## config.mk

```make
export PLATFORM = sky130hd
export DESIGN_NAME = phase_sequencer_flat
export DESIGN_NICKNAME = d
export VERILOG_FILES = /design/src/rtl/phase_sequencer_pkg.sv /design/src/rtl/phase_sequencer_if.sv /design/src/rtl/phase_sequencer_button.sv /design/src/rtl/phase_sequencer.sv /design/src/flat_wrapper.sv
export SDC_FILE = /design/constraint.sdc
export NUM_CORES = 1
export LEC_CHECK = 0
export BUFFER_PORTS_ARGS = -buffer_cell sky130_fd_sc_hd__buf_2
export CAP_MARGIN = 25
export CORE_MARGIN = 3
export CORE_UTILIZATION = 40
export DETAILED_ROUTE_END_ITERATION = 8
export PLACE_DENSITY_LB_ADDON = 0.12
export SETUP_SLACK_MARGIN = 0.5
export SYNTH_ARGS = -nofsm -noshare
export SYNTH_HDL_FRONTEND = slang
export SYNTH_SLANG_ARGS = --single-unit
```

## constraint.sdc

```tcl
create_clock -name clock -period 6.7 [get_ports clock]
set_input_delay 1.34 -clock clock [delete_from_list [all_inputs] [get_ports clock]]
set_output_delay 1.34 -clock clock [all_outputs]
set_load 0.02 [all_outputs]
```

## src/rtl/phase_sequencer_pkg.sv

```systemverilog
// Shared types and constants for the instruction-phase sequencer:
// FSM states, step-mode encodings, panel LED patterns and a width helper.
package phase_sequencer_pkg;

  typedef enum logic [1:0] {
    ST_STOPPED = 2'd0,
    ST_RUN     = 2'd1,
    ST_PAUSED  = 2'd2,
    ST_HALTED  = 2'd3
  } seq_state_e;

  localparam logic [1:0] MODE_RUN     = 2'b00;
  localparam logic [1:0] MODE_ISTEP   = 2'b01;
  localparam logic [1:0] MODE_PSTEP   = 2'b10;
  localparam logic [1:0] MODE_RUN_ALT = 2'b11;

  localparam logic [7:0] LED_RUN     = 8'hFF;
  localparam logic [7:0] LED_HALTED  = 8'h81;
  localparam logic [7:0] LED_PAUSED  = 8'h18;
  localparam logic [7:0] LED_STOPPED = 8'h00;

  // Counter width for values 0..n-1, never narrower than one bit.
  function automatic int phase_w(input int n);
    if (n > 32'sd1) begin
      return $clog2(n);
    end else begin
      return 32'sd1;
    end
  endfunction

  function automatic logic [7:0] led_for(input seq_state_e s);
    case (s)
      ST_RUN:     return LED_RUN;
      ST_HALTED:  return LED_HALTED;
      ST_PAUSED:  return LED_PAUSED;
      ST_STOPPED: return LED_STOPPED;
      default:    return LED_STOPPED;
    endcase
  endfunction

endpackage

```

## src/rtl/phase_sequencer_if.sv

```systemverilog
// Front-panel / datapath bundle of the phase sequencer. The sequencer is the
// master (drives phase enables and LEDs); panel and datapath are the slave.
interface phase_sequencer_if #(
  parameter int NUM_PHASES = 5
) ();
  import phase_sequencer_pkg::*;

  localparam int PW = phase_w(NUM_PHASES);

  logic                  exec_button;
  logic                  halt_in;
  logic [1:0]            step_mode;
  logic [NUM_PHASES-1:0] phase_pulse;
  logic [PW-1:0]         phase_index;
  logic                  running;
  logic                  halted;
  logic [7:0]            status_led;

  modport master (
    input  exec_button, halt_in, step_mode,
    output phase_pulse, phase_index, running, halted, status_led
  );

  modport slave (
    output exec_button, halt_in, step_mode,
    input  phase_pulse, phase_index, running, halted, status_led
  );

endinterface

```

## src/rtl/phase_sequencer_button.sv

```systemverilog
// Exec push-button conditioner: two-flop synchroniser, then a level that only
// changes after DEBOUNCE_CYCLES consecutive equal samples, plus a rise pulse.
module button_debouncer
  import phase_sequencer_pkg::*;
#(
  parameter int DEBOUNCE_CYCLES = 4
) (
  input  logic clock,
  input  logic reset_n,
  input  logic raw,
  output logic level,
  output logic rise
);

  localparam int CW = phase_w(DEBOUNCE_CYCLES);
  localparam logic [CW-1:0] CNT_LAST = CW'(DEBOUNCE_CYCLES - 1);

  logic          sync1_r;
  logic          sync2_r;
  logic          level_r;
  logic          rise_r;
  logic [CW-1:0] cnt_r;

  // Synchronise the raw input and count consecutive samples that disagree with the level.
  always_ff @(posedge clock or negedge reset_n) begin
    if (!reset_n) begin
      sync1_r <= 1'b0;
      sync2_r <= 1'b0;
      level_r <= 1'b0;
      rise_r  <= 1'b0;
      cnt_r   <= {CW{1'b0}};
    end else begin
      sync1_r <= raw;
      sync2_r <= sync1_r;
      if (sync2_r != level_r) begin
        if (cnt_r == CNT_LAST) begin
          level_r <= sync2_r;
          rise_r  <= sync2_r;
          cnt_r   <= {CW{1'b0}};
        end else begin
          rise_r  <= 1'b0;
          cnt_r   <= cnt_r + CW'(1'b1);
        end
      end else begin
        rise_r <= 1'b0;
        cnt_r  <= {CW{1'b0}};
      end
    end
  end

  assign level = level_r;
  assign rise  = rise_r;

endmodule

```

## src/rtl/phase_sequencer.sv

```systemverilog
// Instruction-phase clock generator: NUM_PHASES one-cycle pulses each followed
// by GAP_CYCLES idle cycles, with run / instruction-step / phase-step modes.
module phase_sequencer
  import phase_sequencer_pkg::*;
#(
  parameter int NUM_PHASES      = 5,
  parameter int GAP_CYCLES      = 1,
  parameter int DEBOUNCE_CYCLES = 4
) (
  input  logic              clock,
  input  logic              reset_n,
  phase_sequencer_if.master bus
);

  localparam int PW = phase_w(NUM_PHASES);
  localparam int SW = phase_w(GAP_CYCLES + 1);
  localparam logic [PW-1:0] LAST_IDX  = PW'(NUM_PHASES - 1);
  localparam logic [SW-1:0] LAST_SLOT = SW'(GAP_CYCLES);
  localparam logic [NUM_PHASES-1:0] ONE_HOT0 = {{(NUM_PHASES-1){1'b0}}, 1'b1};

  seq_state_e            state_r, state_s;
  logic [PW-1:0]         idx_r, idx_s, idx_next_s;
  logic [SW-1:0]         slot_r, slot_s;
  logic [1:0]            mode_r, mode_s;
  logic                  halt_req_r, halt_req_s;
  logic                  exec_level_s, exec_rise_s, exec_start_s;
  logic                  phase_end_s, boundary_s, halt_seen_s;
  logic [NUM_PHASES-1:0] phase_pulse_r;
  logic [PW-1:0]         phase_index_r;
  logic                  running_r, halted_r;
  logic [7:0]            status_led_r;

  button_debouncer #(
    .DEBOUNCE_CYCLES(DEBOUNCE_CYCLES)
  ) u_exec_debounce (
    .clock  (clock),
    .reset_n(reset_n),
    .raw    (bus.exec_button),
    .level  (exec_level_s),
    .rise   (exec_rise_s)
  );

  assign exec_start_s = exec_rise_s & exec_level_s;
  assign phase_end_s  = (slot_r == LAST_SLOT);
  assign boundary_s   = phase_end_s && (idx_r == LAST_IDX);
  // A halt request seen on the boundary edge itself still stops this instruction.
  assign halt_seen_s  = halt_req_r | bus.halt_in;
  assign idx_next_s   = (idx_r == LAST_IDX) ? {PW{1'b0}} : idx_r + PW'(1'b1);

  // State, counter, mode and halt-request registers.
  always_ff @(posedge clock or negedge reset_n) begin
    if (!reset_n) begin
      state_r    <= ST_STOPPED;
      idx_r      <= {PW{1'b0}};
      slot_r     <= {SW{1'b0}};
      mode_r     <= MODE_RUN;
      halt_req_r <= 1'b0;
    end else begin
      state_r    <= state_s;
      idx_r      <= idx_s;
      slot_r     <= slot_s;
      mode_r     <= mode_s;
      halt_req_r <= halt_req_s;
    end
  end

  // Next-state logic: phases always run to completion before any stop decision.
  always_comb begin
    state_s    = state_r;
    idx_s      = idx_r;
    slot_s     = slot_r;
    mode_s     = mode_r;
    halt_req_s = halt_req_r;
    case (state_r)
      ST_RUN: begin
        halt_req_s = halt_seen_s;
        if (!phase_end_s) begin
          slot_s = slot_r + SW'(1'b1);
        end else if (boundary_s) begin
          if (halt_seen_s) begin
            state_s    = ST_HALTED;
            halt_req_s = 1'b0;
          end else if (mode_r == MODE_ISTEP) begin
            state_s = ST_STOPPED;
          end else if (mode_r == MODE_PSTEP) begin
            state_s = ST_PAUSED;
          end else begin
            idx_s  = {PW{1'b0}};
            slot_s = {SW{1'b0}};
            mode_s = bus.step_mode;
          end
        end else if (mode_r == MODE_PSTEP) begin
          state_s = ST_PAUSED;
        end else begin
          idx_s  = idx_next_s;
          slot_s = {SW{1'b0}};
        end
      end
      ST_STOPPED, ST_HALTED: begin
        if (exec_start_s) begin
          state_s = ST_RUN;
          idx_s   = {PW{1'b0}};
          slot_s  = {SW{1'b0}};
          mode_s  = bus.step_mode;
        end else begin
          state_s = state_r;
        end
      end
      ST_PAUSED: begin
        if (exec_start_s) begin
          state_s = ST_RUN;
          idx_s   = idx_next_s;
          slot_s  = {SW{1'b0}};
          mode_s  = bus.step_mode;
        end else begin
          state_s = state_r;
        end
      end
      default: begin
        state_s    = ST_STOPPED;
        idx_s      = {PW{1'b0}};
        slot_s     = {SW{1'b0}};
        mode_s     = MODE_RUN;
        halt_req_s = 1'b0;
      end
    endcase
  end

  // Outputs registered from the next state so they line up with the state they describe.
  always_ff @(posedge clock or negedge reset_n) begin
    if (!reset_n) begin
      phase_pulse_r <= {NUM_PHASES{1'b0}};
      phase_index_r <= {PW{1'b0}};
      running_r     <= 1'b0;
      halted_r      <= 1'b0;
      status_led_r  <= LED_STOPPED;
    end else begin
      if ((state_s == ST_RUN) && (slot_s == {SW{1'b0}})) begin
        phase_pulse_r <= ONE_HOT0 << idx_s;
      end else begin
        phase_pulse_r <= {NUM_PHASES{1'b0}};
      end
      phase_index_r <= idx_s;
      running_r     <= (state_s == ST_RUN);
      halted_r      <= (state_s == ST_HALTED);
      status_led_r  <= led_for(state_s);
    end
  end

  assign bus.phase_pulse = phase_pulse_r;
  assign bus.phase_index = phase_index_r;
  assign bus.running     = running_r;
  assign bus.halted      = halted_r;
  assign bus.status_led  = status_led_r;

endmodule

```

## src/flat_wrapper.sv

```systemverilog
// flat-port wrapper written by rule: the top's interface ports become plain ports
module phase_sequencer_flat import phase_sequencer_pkg::*;
#(
  parameter int NUM_PHASES      = 5,
  parameter int GAP_CYCLES      = 1,
  parameter int DEBOUNCE_CYCLES = 4
)
  (clock, reset_n, bus_exec_button, bus_halt_in, bus_step_mode, bus_phase_pulse, bus_phase_index, bus_running, bus_halted, bus_status_led);
  phase_sequencer_if #(.NUM_PHASES(NUM_PHASES)) bus_i ();
  input  logic clock;
  input  logic reset_n;
  input wire logic [$bits(bus_i.exec_button)-1:0] bus_exec_button;
  input wire logic [$bits(bus_i.halt_in)-1:0] bus_halt_in;
  input wire logic [$bits(bus_i.step_mode)-1:0] bus_step_mode;
  output wire logic [$bits(bus_i.phase_pulse)-1:0] bus_phase_pulse;
  output wire logic [$bits(bus_i.phase_index)-1:0] bus_phase_index;
  output wire logic [$bits(bus_i.running)-1:0] bus_running;
  output wire logic [$bits(bus_i.halted)-1:0] bus_halted;
  output wire logic [$bits(bus_i.status_led)-1:0] bus_status_led;
  assign bus_i.exec_button = bus_exec_button;
  assign bus_i.halt_in = bus_halt_in;
  assign bus_i.step_mode = bus_step_mode;
  assign bus_phase_pulse = bus_i.phase_pulse;
  assign bus_phase_index = bus_i.phase_index;
  assign bus_running = bus_i.running;
  assign bus_halted = bus_i.halted;
  assign bus_status_led = bus_i.status_led;
  phase_sequencer #(.NUM_PHASES(NUM_PHASES), .GAP_CYCLES(GAP_CYCLES), .DEBOUNCE_CYCLES(DEBOUNCE_CYCLES)) u_core (.clock(clock), .reset_n(reset_n), .bus(bus_i));
endmodule
```

### Word level (Yosys, flattened, before mapping)

Cells that the tools add are included.

| cells by class | value |
|---|---|
| muxes and demuxes | 39 |
| bitwise operators | 3 |
| add/sub/neg operators | 3 |
| equal/unequal tests | 17 |
| reduce and logical (&&, ||, !) cells | 8 |
| shift-type cells | 1 |

Operator list:

| kind | number |
|---|---|
| $pmux W8 S4 | 1 |
| $mux W2 | 14 |
| $mux W3 | 9 |
| $eq A2 B2 Y1 const B | 6 |
| $mux W1 | 10 |
| $pmux W3 S3 | 1 |
| $pmux W2 S2 | 2 |
| $eq A2 B1 Y1 const B | 3 |
| $ne A2 B1 Y1 const B | 3 |
| $ne A2 B2 Y1 const B | 3 |
| $reduce_and A6 Y1 | 1 |
| $mux W5 | 1 |
| $shl A1 B3 Y5 const A | 1 |
| $logic_not A2 Y1 | 2 |
| $add A3 B1 Y3 const B | 1 |
| $eq A3 B3 Y1 const B | 1 |
| $reduce_or A3 Y1 | 1 |
| $add A2 B1 Y2 const B | 1 |
| $logic_and A1 B1 Y1 | 2 |
| $pmux W1 S2 | 1 |
| $reduce_and A2 Y1 | 1 |
| $reduce_or A2 Y1 | 1 |
| $add A1 B1 Y1 const B | 1 |
| $and A1 B1 Y1 | 1 |
| 3 further kinds | 3 |

| word-level totals | value |
|---|---|
| bits of input ports | 6 |
| flip-flop bits (word level) | 30 |
| word-level logic and storage cells | 85 |
| output and inout bits | 18 |

### Logic depth before layout (Yosys ltp)

Gate-level depths: netlist of the first run.

| logic depth | value |
|---|---|
| depth after elaboration | 10 |
| mapped depth | 11 |

### Cells and area by module

A second synthesis of the first run with hierarchy kept.

| unflattened totals | value |
|---|---|
| cell total of the unflattened synthesis | 128 |
| area total of the unflattened synthesis | 1296.2 um^2 |

By module, submodules not included:

| module | cells each | sequential area each (um^2) | instances | area an instance (um^2) |
|---|---|---|---|---|
| phase_sequencer | 116 | 450.4 | 1 | 1087.3 |
| button_debouncer | 12 | 150.1 | 1 | 209.0 |

### Least setup slack after synthesis of the first run

Ideal clock, no wire load.

| path | value |
|---|---|
| kind | input port to flip-flop |
| start | in bus_halt_in |
| end | reg u_core.phase_pulse_r[0], in the netlist u_core.bus.phase_pulse[0] |
| stages | 8 |
| required time | 6.580 ns |
| setup time | 0.120 ns |
| arrival time | 2.544 ns |
| path buffers | 0 |
| path slack | 4.036 ns |
| cell sequence | nor2_1 > nor2_1 > nor3_1 > o221ai_1 > ha_1 > o211ai_1 > a21oi_1 > and3_1 |

| between the ends | value |
|---|---|
| word-level cells in the longest chain between the ends | 8 |
| elaborated cells between the ends (all ways) | 18 |
| classes of those cells | eq/ne: 1; shift: 1; mux: 13; bitwise: 2; reduce/logical: 1 |

Ends and longest elaborated chain:

| element | RTL line | source |
|---|---|---|
| from (decl) | flat_wrapper.sv:13 | `input wire logic [$bits(bus_i.halt_in)-1:0] bus_halt_in;` |
| $or A1 B1 Y1 | phase_sequencer.sv:47 | `assign halt_seen_s = halt_req_r \| bus.halt_in;` |
| $mux W2 | phase_sequencer.sv:80 | `if (halt_seen_s) begin` |
| $mux W2 | phase_sequencer.sv:79 | `end else if (boundary_s) begin` |
| $mux W2 | phase_sequencer.sv:77 | `if (!phase_end_s) begin` |
| $pmux W2 S2 | phase_sequencer.sv:74 | `case (state_r)` |
| net u_core.state_s[0] | phase_sequencer.sv:21 | `seq_state_e state_r, state_s;` |
| $eq A2 B1 Y1 | phase_sequencer.sv:138 | `if ((state_s == ST_RUN) && (slot_s == {SW{1'b0}})) begin` |
| $logic_and A1 B1 Y1 | phase_sequencer.sv:138 |  |
| $mux W5 | phase_sequencer.sv:138 |  |
| to (signal assigned) | phase_sequencer.sv:132 | `phase_pulse_r <= {NUM_PHASES{1'b0}};` |
| to (signal assigned) | phase_sequencer.sv:139 | `phase_pulse_r <= ONE_HOT0 << idx_s;` |
| to (signal assigned) | phase_sequencer.sv:141 | `phase_pulse_r <= {NUM_PHASES{1'b0}};` |
| to (decl) | phase_sequencer.sv:28 | `logic [NUM_PHASES-1:0] phase_pulse_r;` |

The timed path passes the listed nets, and every way through them passes these cells.
A chain may end at the register's enable or synchronous reset.

### Worst setup path in the final report of the first run

| path | value |
|---|---|
| start | in bus_halt_in |
| end | reg u_core.phase_pulse_r[0], in the netlist u_core.bus.phase_pulse[0] |

| between the ends | value |
|---|---|
| word-level cells in the longest chain between the ends | 8 |
| elaborated cells between the ends (all ways) | 18 |
| classes of those cells | eq/ne: 1; shift: 1; mux: 13; bitwise: 2; reduce/logical: 1 |

Ends and longest elaborated chain:

| element | RTL line |
|---|---|
| $or A1 B1 Y1 (*) | phase_sequencer.sv:47 |
| $mux W2 / $mux W1 (equally long branches) | phase_sequencer.sv:80 |
| $mux W2 / $mux W1 (equally long branches) | phase_sequencer.sv:79 |
| $mux W2 / $mux W1 (equally long branches) | phase_sequencer.sv:77 |
| $pmux W2 S2 / $pmux W1 S2 (equally long branches) | phase_sequencer.sv:74 |
| $eq A2 B1 Y1 / $not A1 Y1 (equally long branches) | phase_sequencer.sv:138 |
| $logic_and A1 B1 Y1 | phase_sequencer.sv:138 |
| $mux W5 (*) | phase_sequencer.sv:138 |

Mark *: on every way between the ends. The rest lies on a longest branch, timed or not.

==> out/metrics.cfg, run 1 <==
[floorplanning]
row_count = 20
die_w_microns = 64.3
die_h_microns = 64.3
core_area_sq_um = 3150
die-area_sq_um = 4140
initial_utilization = 0.431
num_io_pins = 24

[setup_path]
startpoint_type = input port
r2r_start = u_core.idx_r[0]$_DFF_PN0_
worstSetupEndpointType = register
crit_required_ps = 6950
crit_arrival_ps = 3000
cp-startpoint = bus_halt_in
critPathKind = input port to register
crit_fanout = 5

[synth]
syn_area_sq_um = 1360
synth_top_area_cell = dfrtp_1
yosysTopAreaCellShare = 0.442
synth_area_leaders = dfrtp_1 (44%), ha_1 (10%), buf_4 (3.9%)
ys_ff_latch = 24
ys.flop_type = dfrtp_1
synth_warnings = 0
seq_area_frac_synth = 0.442
synth_edf_count = 0
ys_async_sr_fraction = 1.00
synthCells = 129
postSynthAreaPerCell_sq_um = 10.5
synth_cell_types = 41
synth_nets = 146

[job]
max-cap-violations = 0

[clock_network]
post_cts_buffers = 0
postCtsHoldBufs = 0
cts.sinks = 24
cts_tree = built
htree_levels = 1
clk_path_buf_depth = 2
clock_latency_ps = 300
cts_root_buffer = clkbuf_4
cts_buffers = 3
ctsResizeCount = 0
cts.clk_slew.worst_paths_ps = 120

[detailed_routing]
via_per_inst = 5.30
drtIter0Drc = 64
vias = 1013
ant_nets = 0
remaining_drc_errors = 0
routedWlPerCell_microns = 14.0
firstDrtPassIters = 4
totalWireLength_mm = 2.68

[finish]
drive_gt1_frac = 0.272
final_cell_mix = dfrtp_1 (24), buf_2 (23), ha_1 (11)
n_antenna_cell = 0
nFillCells = 325
mostFrequentLayoutCell = dfrtp_1
nets = 165
fin_cells = 191
syn2layout_area_growth_pct = 10.2

[grt]
grt_overflow = 0
grt_max_degree = 25
gr-usage-all-layers = 0.143
grt_pass1_wl_mm = 4.69
antenna_found_initial = 0
grt_pass1_vias = 989

[placed_design]
placed_cells = 187
dp_slack_ps = 3670
dp_hpwl_mm = 2.10
portBuffers = 23
gp_congestion = 0.822

[sta]
worst_pin_slew_ps = 526
postLayoutSetupSlackWorst_ps = 3950
fin_skew_ps = 2.52
setup_violations = 0
maxSlewHeadroom = 0.650
hold_violations = 0
period_needed_ps = 2750
setup_tns_ps = 0
drv_slew = 0
period_share = 0.410
max_freq_mhz = 364
rsz0062_at_grt = no

[pwr]
p_switching_mw = 0.388
seqPwrFrac = 0.315
p_leak_nw = 0.716
power_density_nw_per_um2 = 538
p_comb_frac = 0.593
p_int_mw = 0.418
p_total_mw = 0.806
vdd_drop_max_mv = 0.219
p_clk_frac = 0.092
switching_share = 0.481

[hold_path]
worstHoldPathType = register to register
hp-start = u_core.u_exec_debounce.sync1_r$_DFF_PN0_

[outcome]
outcome = completed

==> registers in the layout, indices dropped and copies added (netlist names) <==
signal                          cells
u_core.u_exec_debounce.sync2_r      1
u_core.bus.running                  1
u_core.bus.phase_pulse              5
u_core.u_exec_debounce.sync1_r      1
u_core.halt_req_r                   1
u_core.mode_r                       2
u_core.u_exec_debounce.rise         1
u_core.bus.halted                   1
u_core.phase_end_s                  1
u_core.state_r                      2
u_core.u_exec_debounce.cnt_r        2
u_core.idx_r                        3
u_core.u_exec_debounce.level        1
u_core.bus.status_led               2
==> through the flow <==
stage	util	cell area (sq um)	hold WS, ps
6_report	0.475	1500	364
5_1_grt	0.475	1500	389
4_1_cts	0.475	1500	368
3_5_place_dp	0.464	1460	337
3_3_place_gp	0.464	1460	333
2_1_floorplan	-	1360	331
==> power groups by stage <==
stage	Sequential, mW	Clock [mW]	Combinational, mW
CTS	0.255	0.0796	0.483
global placement	0.256	0	0.480
floorplan	0.279	0	0.363
detailed placement	0.257	0	0.484
global route	0.266	0.0854	0.535
finish	0.254	0.0741	0.478
==> synthesized netlist by cell type, types with 3 or more instances <==
cell	instances
a21oi_1	6
buf_4	7
dfrtp_1	24
ha_1	11
inv_1	10
nand2_1	9
nand4_1	3
nor2_1	6
nor2b_1	3
nor3_1	4
nor4_2	3
o21ai_0	4
o21ai_1	4
o221ai_1	3
==> area by class of cell <==
class	count	area (sq um)	area share
repair buffers	23	115	0.0768
inverters	11	41.3	0.0275
well taps	44	55.1	0.0367
multi-input cells	85	651	0.434
clock buffers	4	36.3	0.0242
flip-flops and latches	24	601	0.401
==> per-layer routing <==
layer | share of wire | global-route usage | up-vias
met5 | 0 | 0 | -
met4 | 0.0064 | 0.0237 | 0
met3 | 0.049 | 0.0334 | 2
met2 | 0.46 | 0.231 | 30
met1 | 0.48 | 0.198 | 480
li1 | - | - | 501
==> final timing paths <==
check                                                           end  depth (start not counted)  slack (ps)
setup / recovery                u_core.bus.phase_pulse[0]$_DFF_PN0_                         10        3950
setup reg to reg                u_core.bus.phase_pulse[0]$_DFF_PN0_                         10        4070
max in group asynchronous                 u_core.idx_r[1]$_DFF_PN0_                          1        5360
hold / removal             u_core.u_exec_debounce.sync2_r$_DFF_PN0_                          0         360
min in group asynchronous               u_core.bus.halted$_DFF_PN0_                          1         990
hold reg to reg            u_core.u_exec_debounce.sync2_r$_DFF_PN0_                          0         360
==> critical path, cell delays in order <==
cell      delay [ps]
buf_2            130
nor2_1           190
nor2_1            80
o21ai_0          150
nand2_1           90
a32oi_1          230
ha_1             220
o211ai_1         200
a21oi_1          210
and3_1           170
==> kinds of logic after synthesis <==
logic type      after synthesis  share of synthesized area
compound gates               32                      0.174
xor+xnor                      1                    0.00644
fa+ha+maj                    11                      0.101
buf+inv                      20                     0.0800
flops                        24                      0.442
mux                           2                     0.0166
simple gates                 39                      0.180
Note: power is estimated with default switching activity, not from simulation.
==> inputs of run 2 (changes only) <==
--- a/config.mk
+++ b/config.mk
@@ -5,6 +5,7 @@
 export SDC_FILE = /design/constraint.sdc
 export NUM_CORES = 1
 export LEC_CHECK = 0
+export ABC_AREA = 1
 export BUFFER_PORTS_ARGS = -buffer_cell sky130_fd_sc_hd__buf_2
 export CAP_MARGIN = 25
 export CORE_MARGIN = 3
==> constraint.sdc (replaced) <==
create_clock -name clock -period 2.3 [get_ports clock]
set_input_delay 0.46 -clock clock [delete_from_list [all_inputs] [get_ports clock]]
set_output_delay 0.46 -clock clock [all_outputs]
set_load 0.02 [all_outputs]
==> out/metrics.cfg, run 2 <==
[grt]
antenna_found_initial = 0
grt_overflow = 0
gr-usage-all-layers = 0.138
grt_max_degree = 25
grt_pass1_vias = 1042
grt_pass1_wl_mm = 4.48

[sta]
max_freq_mhz = 543
period_needed_ps = 1840
fin_skew_ps = 3.97
maxSlewHeadroom = 0.653
setup_violations = 0
worst_pin_slew_ps = 520
drv_slew = 0
hold_violations = 0
rsz0062_at_grt = yes
setup_tns_ps = 0
period_share = 0.800

[pwr]
p_clk_frac = 0.110
p_comb_frac = 0.641
vdd_drop_max_mv = 0.719
p_int_mw = 1.51
seqPwrFrac = 0.249
switching_share = 0.464
power_density_nw_per_um2 = 1610
p_leak_nw = 0.948
p_switching_mw = 1.31

[setup_path]
cp_top_family = simple AND/OR/NAND/NOR gates
r2r_slack_ps = 460
r2r_end = u_core.bus.phase_pulse[0]$_DFF_PN0_
cp_slowest_stage_delay_ps = 440
slowest_stage = dfrtp_2
crit_arrival_ps = 2110
worstPathCellList = inv_2 > ha_4 > nand3_4 > clkinv_4 > nand2_4 > nand2_2 > nand2_2 > a22oi_2 > ha_4 > inv_4 > nor2_4 > nand3_2 > nor2_2
crit_fanout = 4
r2r_start = u_core.idx_r[0]$_DFF_PN0_
cp-startpoint = u_core.idx_r[0]$_DFF_PN0_
crit_required_ps = 2570
worstSetupEndpointType = register
critPathKind = register to register
r2r_cells = 13
startpoint_type = register
crit_buf_inv = 3

[floorplanning]
initial_utilization = 0.431
row_count = 20
die_w_microns = 64.3
num_io_pins = 24
die_h_microns = 64.3
die-area_sq_um = 4130
core_area_sq_um = 3150

[clock_network]
cts_buffers = 3
cts.sinks = 24
clock_latency_ps = 320
cts_root_buffer = clkbuf_4
cts.clk_slew.worst_paths_ps = 140
clk_path_buf_depth = 2
htree_levels = 1
cts_tree = built

[job]
max-cap-violations = 0

[placed_design]
dp_hpwl_mm = 1.91
dpl-instance-area_sq_um = 1510
gp_congestion = 0.791
portBuffers = 23

[synth]
synth_top_family_by_area = simple AND/OR/NAND/NOR gates
synth_edf_count = 0
synth_cell_types = 24
synth_mux_area_frac = 0
ys.flop_type = dfrtp_1
synth_warnings = 0
ys_ff_latch = 24
yosysTopAreaCellShare = 0.442
synth_nets = 178
synth_top_area_cell = dfrtp_1
synth_common_cells = nand2_1 (31), inv_1 (27), dfrtp_1 (24), nor2_1 (13), ha_1 (11)
ys_async_sr_fraction = 1.00
synth_area_leaders = dfrtp_1 (44%), ha_1 (10%), nand2_1 (8.6%)
synth-compound-area-share = 0.0544
synth_xor_area_frac = 0.00645
synthCells = 161
postSynthAreaPerCell_sq_um = 8.43
seq_area_frac_synth = 0.442
post-synth-top-count-cell = nand2_1
syn_area_sq_um = 1360
yosys.area_share.adder = 0.101
yosys.area_share.simple = 0.265

[detailed_routing]
totalWireLength_mm = 2.68
drtIter0Drc = 58
ant_nets = 0
firstDrtPassIters = 4
via_per_inst = 4.48
routedWlPerCell_microns = 11.2
remaining_drc_errors = 0
vias = 1075

[hold_path]
worstHoldPathType = input port to asynchronous set/reset pin

[finish]
nets = 214
mostFrequentLayoutCell = nand2_1
fin_util = 0.556
final_cell_mix = nand2_1 (26), buf_2 (23), inv_1 (22), dfrtp_1 (22), buf_4 (15)
largest_reg_flops = 5
design_area_sq_um = 1750
drive_gt1_frac = 0.423
syn2layout_area_growth_pct = 29.1
n_antenna_cell = 0

[outcome]
outcome = completed

[run 2: repair_timing]
item	4_1_cts	5_1_grt
setup endpoints to repair	6	6
hold buffers	0	0
resized for setup	4	17
buffers inserted	7	8
pin swaps	3	13
[run 2: area by class of cell]
type / instances / area (sq um)
inverter: 30 / 120
clock buffer: 3 / 22.5
tap: 44 / 55.1
fill: 303 / 1400
sequential: 24 / 603
multi-input combinational: 99 / 683
timing repair buffer: 39 / 239
clock inverter: 1 / 30.0
[run 2: worst max path at each step]
stage,endpoint,cells after the start
final,u_core.bus.phase_pulse[0]$_DFF_PN0_,13
after CTS,u_core.bus.phase_pulse[4]$_DFF_PN0_,13
after floorplan,u_core.bus.status_led[0]$_DFF_PN0_,11
after global placement,u_core.bus.status_led[0]$_DFF_PN0_,11
after global routing,u_core.bus.phase_pulse[0]$_DFF_PN0_,12
after detailed placement,u_core.bus.phase_pulse[0]$_DFF_PN0_,13
[run 2: cells by family (layout without fill, tap and decap cells)]
logic type | count (synthesis) | after routing
AO/OA/AOI/OAI | 11 | 11
XOR/XNOR | 1 | 1
adder cells (fa/ha/maj) | 11 | 11
AND/OR/NAND/NOR | 76 | 76
flip-flops | 24 | 24
buffers and inverters | 38 | 73
[run 2: power groups by stage]
stage | logic, mW | clock network, mW | registers (mW)
CTS | 1.52 | 0.321 | 0.701
finish | 1.81 | 0.310 | 0.701
global placement | 1.40 | 0 | 0.724
floorplan | 1.09 | 0 | 0.783
global route | 2.01 | 0.336 | 0.725
detailed placement | 1.40 | 0 | 0.729
[run 2: metal layers]
layer / up-vias / global-route usage / part of all wire
met5: - / 0 / 0
met3: 4 / 0.0299 / 0.033
met1: 486 / 0.174 / 0.46
met4: 0 / 0.0660 / 0.010
met2: 19 / 0.224 / 0.50
li1: 566 / - / -
[run 2: through the flow]
step / total power, mW / worst slack [ps] / hold WS [ps] / cells
6_report: 2.82 / 459 / 89.1 / 240
5_1_grt: 3.07 / 337 / 123 / 240
3_3_place_gp: 2.13 / 434 / 335 / 221
4_1_cts: 2.55 / 480 / 96.5 / 232
2_1_floorplan: 1.87 / 504 / 164 / 161
3_5_place_dp: 2.13 / 407 / 335 / 221
